### config.mk
export PLATFORM = sky130hd
export DESIGN_NAME = cond_unit_flat
export DESIGN_NICKNAME = d
export VERILOG_FILES = /design/src/rtl/cond_pkg.sv /design/src/rtl/cond_if.sv /design/src/rtl/cond_check.sv /design/src/rtl/cond_unit.sv /design/src/flat_wrapper.sv
export SDC_FILE = /design/constraint.sdc
export NUM_CORES = 1
export LEC_CHECK = 0
export CAP_MARGIN = 0
export CORE_MARGIN = 1.5
export CORE_UTILIZATION = 54
export DETAILED_ROUTE_END_ITERATION = 8
export PLACE_DENSITY = 0.93
export SETUP_SLACK_MARGIN = 0.2
export SYNTH_ARGS = -nofsm -noshare
export SYNTH_HDL_FRONTEND = slang
export SYNTH_SLANG_ARGS = --single-unit
### constraint.sdc
create_clock -name clk -period 3.95 [get_ports clk]
set_input_delay 0.5925 -clock clk [delete_from_list [all_inputs] [get_ports clk]]
set_output_delay 0.5925 -clock clk [all_outputs]
set_load 0.005 [all_outputs]
### src/rtl/cond_pkg.sv
// Shared definitions for the conditional-execution unit: ARM condition codes
// and NZCV flag bit positions.
package cond_pkg;

    typedef logic [3:0] nzcv_t;
    typedef logic [3:0] cond_t;

    localparam cond_t COND_EQ = 4'h0;
    localparam cond_t COND_NE = 4'h1;
    localparam cond_t COND_CS = 4'h2;
    localparam cond_t COND_CC = 4'h3;
    localparam cond_t COND_MI = 4'h4;
    localparam cond_t COND_PL = 4'h5;
    localparam cond_t COND_VS = 4'h6;
    localparam cond_t COND_VC = 4'h7;
    localparam cond_t COND_HI = 4'h8;
    localparam cond_t COND_LS = 4'h9;
    localparam cond_t COND_GE = 4'hA;
    localparam cond_t COND_LT = 4'hB;
    localparam cond_t COND_GT = 4'hC;
    localparam cond_t COND_LE = 4'hD;
    localparam cond_t COND_AL = 4'hE;

    localparam int FLAG_N = 3;
    localparam int FLAG_Z = 2;
    localparam int FLAG_C = 1;
    localparam int FLAG_V = 0;

endpackage

### src/rtl/cond_if.sv
// Control interface between the decoder/datapath (master) and the
// conditional-execution unit (slave), including the gated write enables.
interface cond_if #(
    parameter int CNT_W = 32
);
    import cond_pkg::*;

    cond_t            Cond;
    nzcv_t            ALUFlags;
    logic [1:0]       FlagW;
    logic             PCS;
    logic             NextPC;
    logic             RegW;
    logic             MemW;
    logic             IRWrite;
    logic             CntClr;

    logic             PCWrite;
    logic             RegWrite;
    logic             MemWrite;
    nzcv_t            Flags;
    logic             CondEx;
    logic [CNT_W-1:0] InstrCount;
    logic [CNT_W-1:0] SquashCount;

    modport master (
        output Cond, ALUFlags, FlagW, PCS, NextPC, RegW, MemW, IRWrite, CntClr,
        input  PCWrite, RegWrite, MemWrite, Flags, CondEx, InstrCount, SquashCount
    );

    modport slave (
        input  Cond, ALUFlags, FlagW, PCS, NextPC, RegW, MemW, IRWrite, CntClr,
        output PCWrite, RegWrite, MemWrite, Flags, CondEx, InstrCount, SquashCount
    );

endinterface

### src/rtl/cond_check.sv
// Combinational ARM condition-field evaluator against the NZCV flags.
module cond_check
    import cond_pkg::*;
(
    input  cond_t cond,
    input  nzcv_t flags,
    output logic  cond_ok
);

    logic n, z, c, v;

    assign n = flags[FLAG_N];
    assign z = flags[FLAG_Z];
    assign c = flags[FLAG_C];
    assign v = flags[FLAG_V];

    always_comb begin
        cond_ok = 1'b1;
        case (cond)
            COND_EQ: cond_ok = z;
            COND_NE: cond_ok = ~z;
            COND_CS: cond_ok = c;
            COND_CC: cond_ok = ~c;
            COND_MI: cond_ok = n;
            COND_PL: cond_ok = ~n;
            COND_VS: cond_ok = v;
            COND_VC: cond_ok = ~v;
            COND_HI: cond_ok = c & ~z;
            COND_LS: cond_ok = ~c | z;
            COND_GE: cond_ok = (n == v);
            COND_LT: cond_ok = (n != v);
            COND_GT: cond_ok = ~z & (n == v);
            COND_LE: cond_ok = z | (n != v);
            // AL and the unconditional 4'b1111 space both execute
            default: cond_ok = 1'b1;
        endcase
    end

endmodule

### src/rtl/cond_unit.sv
// Conditional-execution unit: owns NZCV, latches the condition result in the
// decode cycle, gates architectural writes and counts fetched/squashed instrs.
module cond_unit
    import cond_pkg::*;
#(
    parameter int CNT_W = 32
) (
    input  logic   clk,
    input  logic   reset,
    cond_if.slave  bus
);

    localparam logic [CNT_W-1:0] CNT_ONE = {{(CNT_W-1){1'b0}}, 1'b1};

    nzcv_t            flags_q, flags_d;
    logic             dec_pend_q, dec_pend_d;
    logic             cond_ex_reg_q, cond_ex_reg_d;
    logic [CNT_W-1:0] instr_cnt_q, instr_cnt_d;
    logic [CNT_W-1:0] squash_cnt_q, squash_cnt_d;

    logic             cond_ok;
    logic             cond_ex;

    cond_check u_cond_check (
        .cond    (bus.Cond),
        .flags   (flags_q),
        .cond_ok (cond_ok)
    );

    always_comb begin
        // In decode the fresh evaluation applies; afterwards the latched one.
        cond_ex       = dec_pend_q ? cond_ok : cond_ex_reg_q;
        dec_pend_d    = bus.IRWrite;
        cond_ex_reg_d = cond_ex_reg_q;
        if (dec_pend_q) begin
            cond_ex_reg_d = cond_ok;
        end

        flags_d = flags_q;
        if (bus.FlagW[1] && cond_ex) begin
            flags_d[FLAG_N:FLAG_Z] = bus.ALUFlags[FLAG_N:FLAG_Z];
        end
        if (bus.FlagW[0] && cond_ex) begin
            flags_d[FLAG_C:FLAG_V] = bus.ALUFlags[FLAG_C:FLAG_V];
        end

        instr_cnt_d = instr_cnt_q;
        if (bus.CntClr) begin
            instr_cnt_d = '0;
        end else if (bus.IRWrite) begin
            instr_cnt_d = instr_cnt_q + CNT_ONE;
        end

        squash_cnt_d = squash_cnt_q;
        if (bus.CntClr) begin
            squash_cnt_d = '0;
        end else if (dec_pend_q && !cond_ok) begin
            squash_cnt_d = squash_cnt_q + CNT_ONE;
        end
    end

    always_ff @(posedge clk or posedge reset) begin
        if (reset) begin
            flags_q       <= '0;
            dec_pend_q    <= 1'b0;
            cond_ex_reg_q <= 1'b0;
            instr_cnt_q   <= '0;
            squash_cnt_q  <= '0;
        end else begin
            flags_q       <= flags_d;
            dec_pend_q    <= dec_pend_d;
            cond_ex_reg_q <= cond_ex_reg_d;
            instr_cnt_q   <= instr_cnt_d;
            squash_cnt_q  <= squash_cnt_d;
        end
    end

    assign bus.PCWrite     = bus.NextPC | (bus.PCS & cond_ex);
    assign bus.RegWrite    = bus.RegW & cond_ex;
    assign bus.MemWrite    = bus.MemW & cond_ex;
    assign bus.Flags       = flags_q;
    assign bus.CondEx      = cond_ex;
    assign bus.InstrCount  = instr_cnt_q;
    assign bus.SquashCount = squash_cnt_q;

endmodule
### src/flat_wrapper.sv
// flat-port wrapper written by rule: the top's interface ports become plain ports
module cond_unit_flat import cond_pkg::*;
#(
    parameter int CNT_W = 32
)
  (clk, reset, bus_Cond, bus_ALUFlags, bus_FlagW, bus_PCS, bus_NextPC, bus_RegW, bus_MemW, bus_IRWrite, bus_CntClr, bus_PCWrite, bus_RegWrite, bus_MemWrite, bus_Flags, bus_CondEx, bus_InstrCount, bus_SquashCount);
  cond_if #(.CNT_W(CNT_W)) bus_i ();
  input  logic clk;
  input  logic reset;
  input wire logic [$bits(bus_i.Cond)-1:0] bus_Cond;
  input wire logic [$bits(bus_i.ALUFlags)-1:0] bus_ALUFlags;
  input wire logic [$bits(bus_i.FlagW)-1:0] bus_FlagW;
  input wire logic [$bits(bus_i.PCS)-1:0] bus_PCS;
  input wire logic [$bits(bus_i.NextPC)-1:0] bus_NextPC;
  input wire logic [$bits(bus_i.RegW)-1:0] bus_RegW;
  input wire logic [$bits(bus_i.MemW)-1:0] bus_MemW;
  input wire logic [$bits(bus_i.IRWrite)-1:0] bus_IRWrite;
  input wire logic [$bits(bus_i.CntClr)-1:0] bus_CntClr;
  output wire logic [$bits(bus_i.PCWrite)-1:0] bus_PCWrite;
  output wire logic [$bits(bus_i.RegWrite)-1:0] bus_RegWrite;
  output wire logic [$bits(bus_i.MemWrite)-1:0] bus_MemWrite;
  output wire logic [$bits(bus_i.Flags)-1:0] bus_Flags;
  output wire logic [$bits(bus_i.CondEx)-1:0] bus_CondEx;
  output wire logic [$bits(bus_i.InstrCount)-1:0] bus_InstrCount;
  output wire logic [$bits(bus_i.SquashCount)-1:0] bus_SquashCount;
  assign bus_i.Cond = bus_Cond;
  assign bus_i.ALUFlags = bus_ALUFlags;
  assign bus_i.FlagW = bus_FlagW;
  assign bus_i.PCS = bus_PCS;
  assign bus_i.NextPC = bus_NextPC;
  assign bus_i.RegW = bus_RegW;
  assign bus_i.MemW = bus_MemW;
  assign bus_i.IRWrite = bus_IRWrite;
  assign bus_i.CntClr = bus_CntClr;
  assign bus_PCWrite = bus_i.PCWrite;
  assign bus_RegWrite = bus_i.RegWrite;
  assign bus_MemWrite = bus_i.MemWrite;
  assign bus_Flags = bus_i.Flags;
  assign bus_CondEx = bus_i.CondEx;
  assign bus_InstrCount = bus_i.InstrCount;
  assign bus_SquashCount = bus_i.SquashCount;
  cond_unit #(.CNT_W(CNT_W)) u_core (.clk(clk), .reset(reset), .bus(bus_i));
endmodule
==> results by stage <==
Logic synthesis:
- The number of warnings reported in the yosys synthesis log is 0.
- Of the total synthesized cell area, the portion taken by AND, OR, NAND and NOR gates is about 28%.
- After synthesis, flip-flops and latches occupy 47.3% of the total area.
- The synthesized netlist devotes 8.27% of its cell area to XOR and XNOR gates.
- The number of cells produced by synthesis is just under 400.
- The proportion of netlist area held by the largest area contributor is 47.3%.
- Counting flops with a built-in enable in the synthesized netlist gives 0.
- The count of distinct cell types in the synthesized netlist is 42.
- In the synthesized netlist, mux cells make up roughly 4.7% of the area.
- In the synthesized netlist the dominant register cell turns out to be sky130_fd_sc_hd__dfrtp_1.
- The largest total area in the synthesized netlist belongs to sky130_fd_sc_hd__dfrtp_1.
- Sorting the synthesized cells by how often they occur yields 70 x sky130_fd_sc_hd__dfrtp_1, 48 x sky130_fd_sc_hd__nor2_1, 27 x sky130_fd_sc_hd__nand3_1.
- The combinational family with the most area after synthesis is simple AND/OR/NAND/NOR gates.
- The number of nets handed over by synthesis was around 400.
- The total of flip-flops plus latches after synthesis is 70.
- The average cell area after synthesis is roughly 9.6 sq um.
- In the post-synthesis netlist, the cell with the most instances is sky130_fd_sc_hd__dfrtp_1.
- The post-synthesis instance area is approximately 3700 sq um.
- Of the total synthesized cell area, the portion taken by full adders, half adders and majority gates is less than 1%.
- Summing the areas of all compound-gate instances in the mapped netlist gives ~8.2% of the synthesized area.
- By area the synthesized netlist is led by sky130_fd_sc_hd__dfrtp_1 47%, sky130_fd_sc_hd__xor2_1 5.7%, sky130_fd_sc_hd__nor2_1 4.9%.
- The share of flip-flops with an asynchronous set or reset is between 90% and 100%.

Layout:
- From synthesis to final layout, the design area changed by 31.8%.
- The post-layout net count is 491.
- The utilization after layout is 72.7%.
- The fraction of layout instances using a drive strength above 1 is 7.77%.
- The repair_antennas step left the layout with diodes totalling 0.
- Leaving out filler cells and counting taps, the final layout contains approximately 560.

CTS:
- Counting the buffers created by CTS gives 9.
- The clock tree synthesis step divided the H-tree into 3 levels.
- The post-cts sizing count is 0.
- The maximum root-to-sink buffer count is 2.
- The master cell of the clock root buffer is sky130_fd_sc_hd__clkbuf_8.
- The number of hold buffers added after CTS was 0.
- The clock transition at the registers of the reported paths is approximately 80 ps.
- The source-to-sink clock delay at the later pin of the worst-skew pair is between 300 and 400 ps.
- Counting every sink on the clock net gives 70.
- TritonCTS built the clock tree.
- The number of setup buffers added after CTS is 0.

Routing:
- Dividing the detail-routed via count by the number of cells gives around 6.
- Summed over all layers, the routed wires come to 9520 um.
- Across all layers, the routed design uses ~3.3k vias.
- The count of nets left with antenna violations after detail routing is 0.
- The pre-antenna-repair detailed-routing pass consisted of 5 iterations.
- The DRC violation count after routing is 0.
- The number of DRC markers after the initial detailed-route iteration is between 200 and 300.
- In the final routed layout, each cell accounts on average for ~17 um.

Status:
- The flow ran to the end, and the final reports show no timing, DRC or antenna violations.

STA:
- Timing would allow up to roughly 0.29 GHz.
- The final-report hold violation count came to 0.
- Setup repair after global routing left no endpoint under its margin.
- The tightest hold path in the finished design has a slack of 569 ps.
- The max-slew headroom at the worst pin is between 30% and 40%.
- The number of slew-limit violations in the final report is 0.
- Between clock sinks in the finished design, the worst skew comes to 8.01 ps.
- The setup TNS is 0 ps.
- The final count of negative-setup-slack endpoints is 0.
- Dividing the final minimum period by the clock period gives 87.9%.
- The actual slew at the worst max-slew pin is roughly 920 ps.
- For the finished layout, the period the worst path requires is between 3000 and 4000 ps.

Worst setup path:
- The endpoint class of the critical path is a primary output.
- The worst setup path is launched from an input port.
- The slowest cell on the critical path is sky130_fd_sc_hd__clkdlybuf4s50_1.
- Of all nets on the critical path, the largest fanout is 7.
- The arrival time of data at the critical path endpoint is 2880 ps.
- The type of the worst setup path is input port to primary output.
- The number of buffers and inverters on the critical path is 2.
- Walking the worst path, the cells encountered are clkdlybuf4s50_1, mux2i_1, mux2i_1, and4_1, nand2_1, and2_1, a21o_1, clkdlybuf4s50_1.
- The cell type group with the largest total delay on the critical path is buffers and inverters.
- At the worst endpoint, the required time is 3360 ps.
- In this design, the stage delay of the slowest critical-path cell is just under 600 ps.

Floorplan:
- The number of rows in the core area is 30.
- The placeable core region is 6720 sq um.
- The die covers around 7400 sq um.
- The number of primary I/O pins is 90.
- Once the floorplan was initialized, standard cells occupied 55.2% of the core.
- The die outline width is between 80 and 90 um.
- The die is between 80 and 90 um tall.

GRT:
- The global-route wire length before repair is roughly 16,000 um.
- The initial antenna violation count came to 0.
- The number of global-route vias before repair came to ~3.2k.
- In the global route stage, overall resource usage came out at 26.7%.
- Entering global routing, the biggest net connects a little under 50 pins.
- After global routing the overflow that remains totals 0.

Placement:
- The placer congestion estimate is just over 0.8.
- The HPWL after detailed placement is roughly 6500 um.
- The count of buffers added on input and output ports is 89.
- The total placed cells including tap cells is between 500 and 600.

Pwr:
- IR analysis of the VDD net gives a maximum drop of between 0.00015 and 0.0002 V.
- The power density relative to cell area is between 300 and 400 nW/um^2.
- The reported leakage power is roughly 2 nW.

Flow run:
- The number of violations of the max-capacitance limit is 0.

Min path:
- In this run the worst hold path is classified as register to register.
per-layer routing:
metal  GRT usage (%)  wire (um)
met1            32.9       3960
met2            47.1       4930
met3            3.75        462
met4            10.9        164
met5               0          0
worst reg2reg max path: stages (launching register included):
cell	delay (ps)
sky130_fd_sc_hd__dfrtp_1	460
sky130_fd_sc_hd__and4b_1	240
sky130_fd_sc_hd__o21ai_0	140
sky130_fd_sc_hd__and4_1	310
sky130_fd_sc_hd__nand2_1	140
sky130_fd_sc_hd__buf_4	290
sky130_fd_sc_hd__nor4_1	400
sky130_fd_sc_hd__mux2_2	380
registers in the layout, summed over array words and instances (netlist names):
name                    count
u_core.cond_ex_reg_q        1
u_core.dec_pend_q           1
u_core.bus.Flags            4
u_core.bus.SquashCount     32
u_core.bus.InstrCount      32
final cells by class:
| cell class | instances | area (sq um) |
|---|---|---|
| inverter | 7 | 26.3 |
| clock buffer | 10 | 138 |
| clock inverter | 6 | 109 |
| timing repair buffer | 93 | 916 |
| tap | 80 | 100 |
| fill | 479 | 1830 |
| sequential | 70 | 1750 |
| multi-input combinational | 290 | 1850 |
stage by stage:
| stage | total power [W] | setup WS, ps | cell area, sq um |
|---|---|---|---|
| 2_1_floorplan | 0.000885 | 1190 | 3710 |
| 3_3_place_gp | 0.000972 | 555 | 4640 |
| 3_5_place_dp | 0.000982 | 491 | 4640 |
| 4_1_cts | 0.00169 | 477 | 4890 |
| 5_1_grt | 0.00174 | 328 | 4890 |
| 6_report | 0.00169 | 476 | 4890 |
cell families (layout without fill, tap and decap cells):
| group | Yosys count | count (layout) |
|---|---|---|
| flip-flops | 70 | 70 |
| buffers and inverters | 26 | 116 |
| adder cells (fa/ha/maj) | 2 | 2 |
| AND/OR/NAND/NOR | 188 | 188 |
| XOR/XNOR | 35 | 35 |
| multiplexers | 16 | 16 |
| AO/OA/AOI/OAI | 49 | 49 |
report_power, final:
group	leakage [nW]	switching, W	internal [W]
Sequential	0.962	0.0000285	0.000737
Combinational	0.911	0.000101	0.000104
Clock	0.126	0.000282	0.000436
final timing paths:
| check | startpoint | to | slack [ps] | cells past startpoint |
|---|---|---|---|---|
| min reg2reg | u_core.bus.InstrCount[27]$_DFFE_PP0P_ | u_core.bus.InstrCount[27]$_DFFE_PP0P_ | 570 | 2 |
| min in group asynchronous | reset | u_core.dec_pend_q$_DFF_PP0_ | 770 | 2 |
| min | u_core.bus.InstrCount[27]$_DFFE_PP0P_ | u_core.bus.InstrCount[27]$_DFFE_PP0P_ | 570 | 2 |
| max | bus_Cond[1] | bus_PCWrite | 480 | 8 |
| max in group asynchronous | reset | u_core.bus.InstrCount[10]$_DFFE_PP0P_ | 2270 | 3 |
| max reg2reg | u_core.bus.Flags[0]$_DFFE_PP0P_ | u_core.bus.SquashCount[14]$_DFFE_PP0P_ | 1490 | 7 |
layout by cell type (no fill, tap or decap), types with 3 or more instances in the layout:
cell	instances
sky130_fd_sc_hd__o21ai_0	6
sky130_fd_sc_hd__nor3_1	8
sky130_fd_sc_hd__dfrtp_1	70
sky130_fd_sc_hd__nand4_1	9
sky130_fd_sc_hd__nand3_1	27
sky130_fd_sc_hd__xnor2_1	11
sky130_fd_sc_hd__nor2b_1	9
sky130_fd_sc_hd__nor2_1	48
sky130_fd_sc_hd__nor3b_1	4
sky130_fd_sc_hd__and4_1	6
sky130_fd_sc_hd__mux2i_1	5
sky130_fd_sc_hd__and2_1	3
sky130_fd_sc_hd__and3_1	15
sky130_fd_sc_hd__inv_1	6
sky130_fd_sc_hd__or4_1	17
sky130_fd_sc_hd__or3_1	4
sky130_fd_sc_hd__nor4_1	3
sky130_fd_sc_hd__o31ai_1	16
sky130_fd_sc_hd__mux2_2	11
sky130_fd_sc_hd__bufinv_16	3
sky130_fd_sc_hd__clkbuf_8	10
sky130_fd_sc_hd__buf_4	4
sky130_fd_sc_hd__clkdlybuf4s50_1	88
sky130_fd_sc_hd__a21oi_1	21
sky130_fd_sc_hd__nand2_1	24
sky130_fd_sc_hd__xor2_1	24
Note: power is estimated with default switching activity, not from simulation.
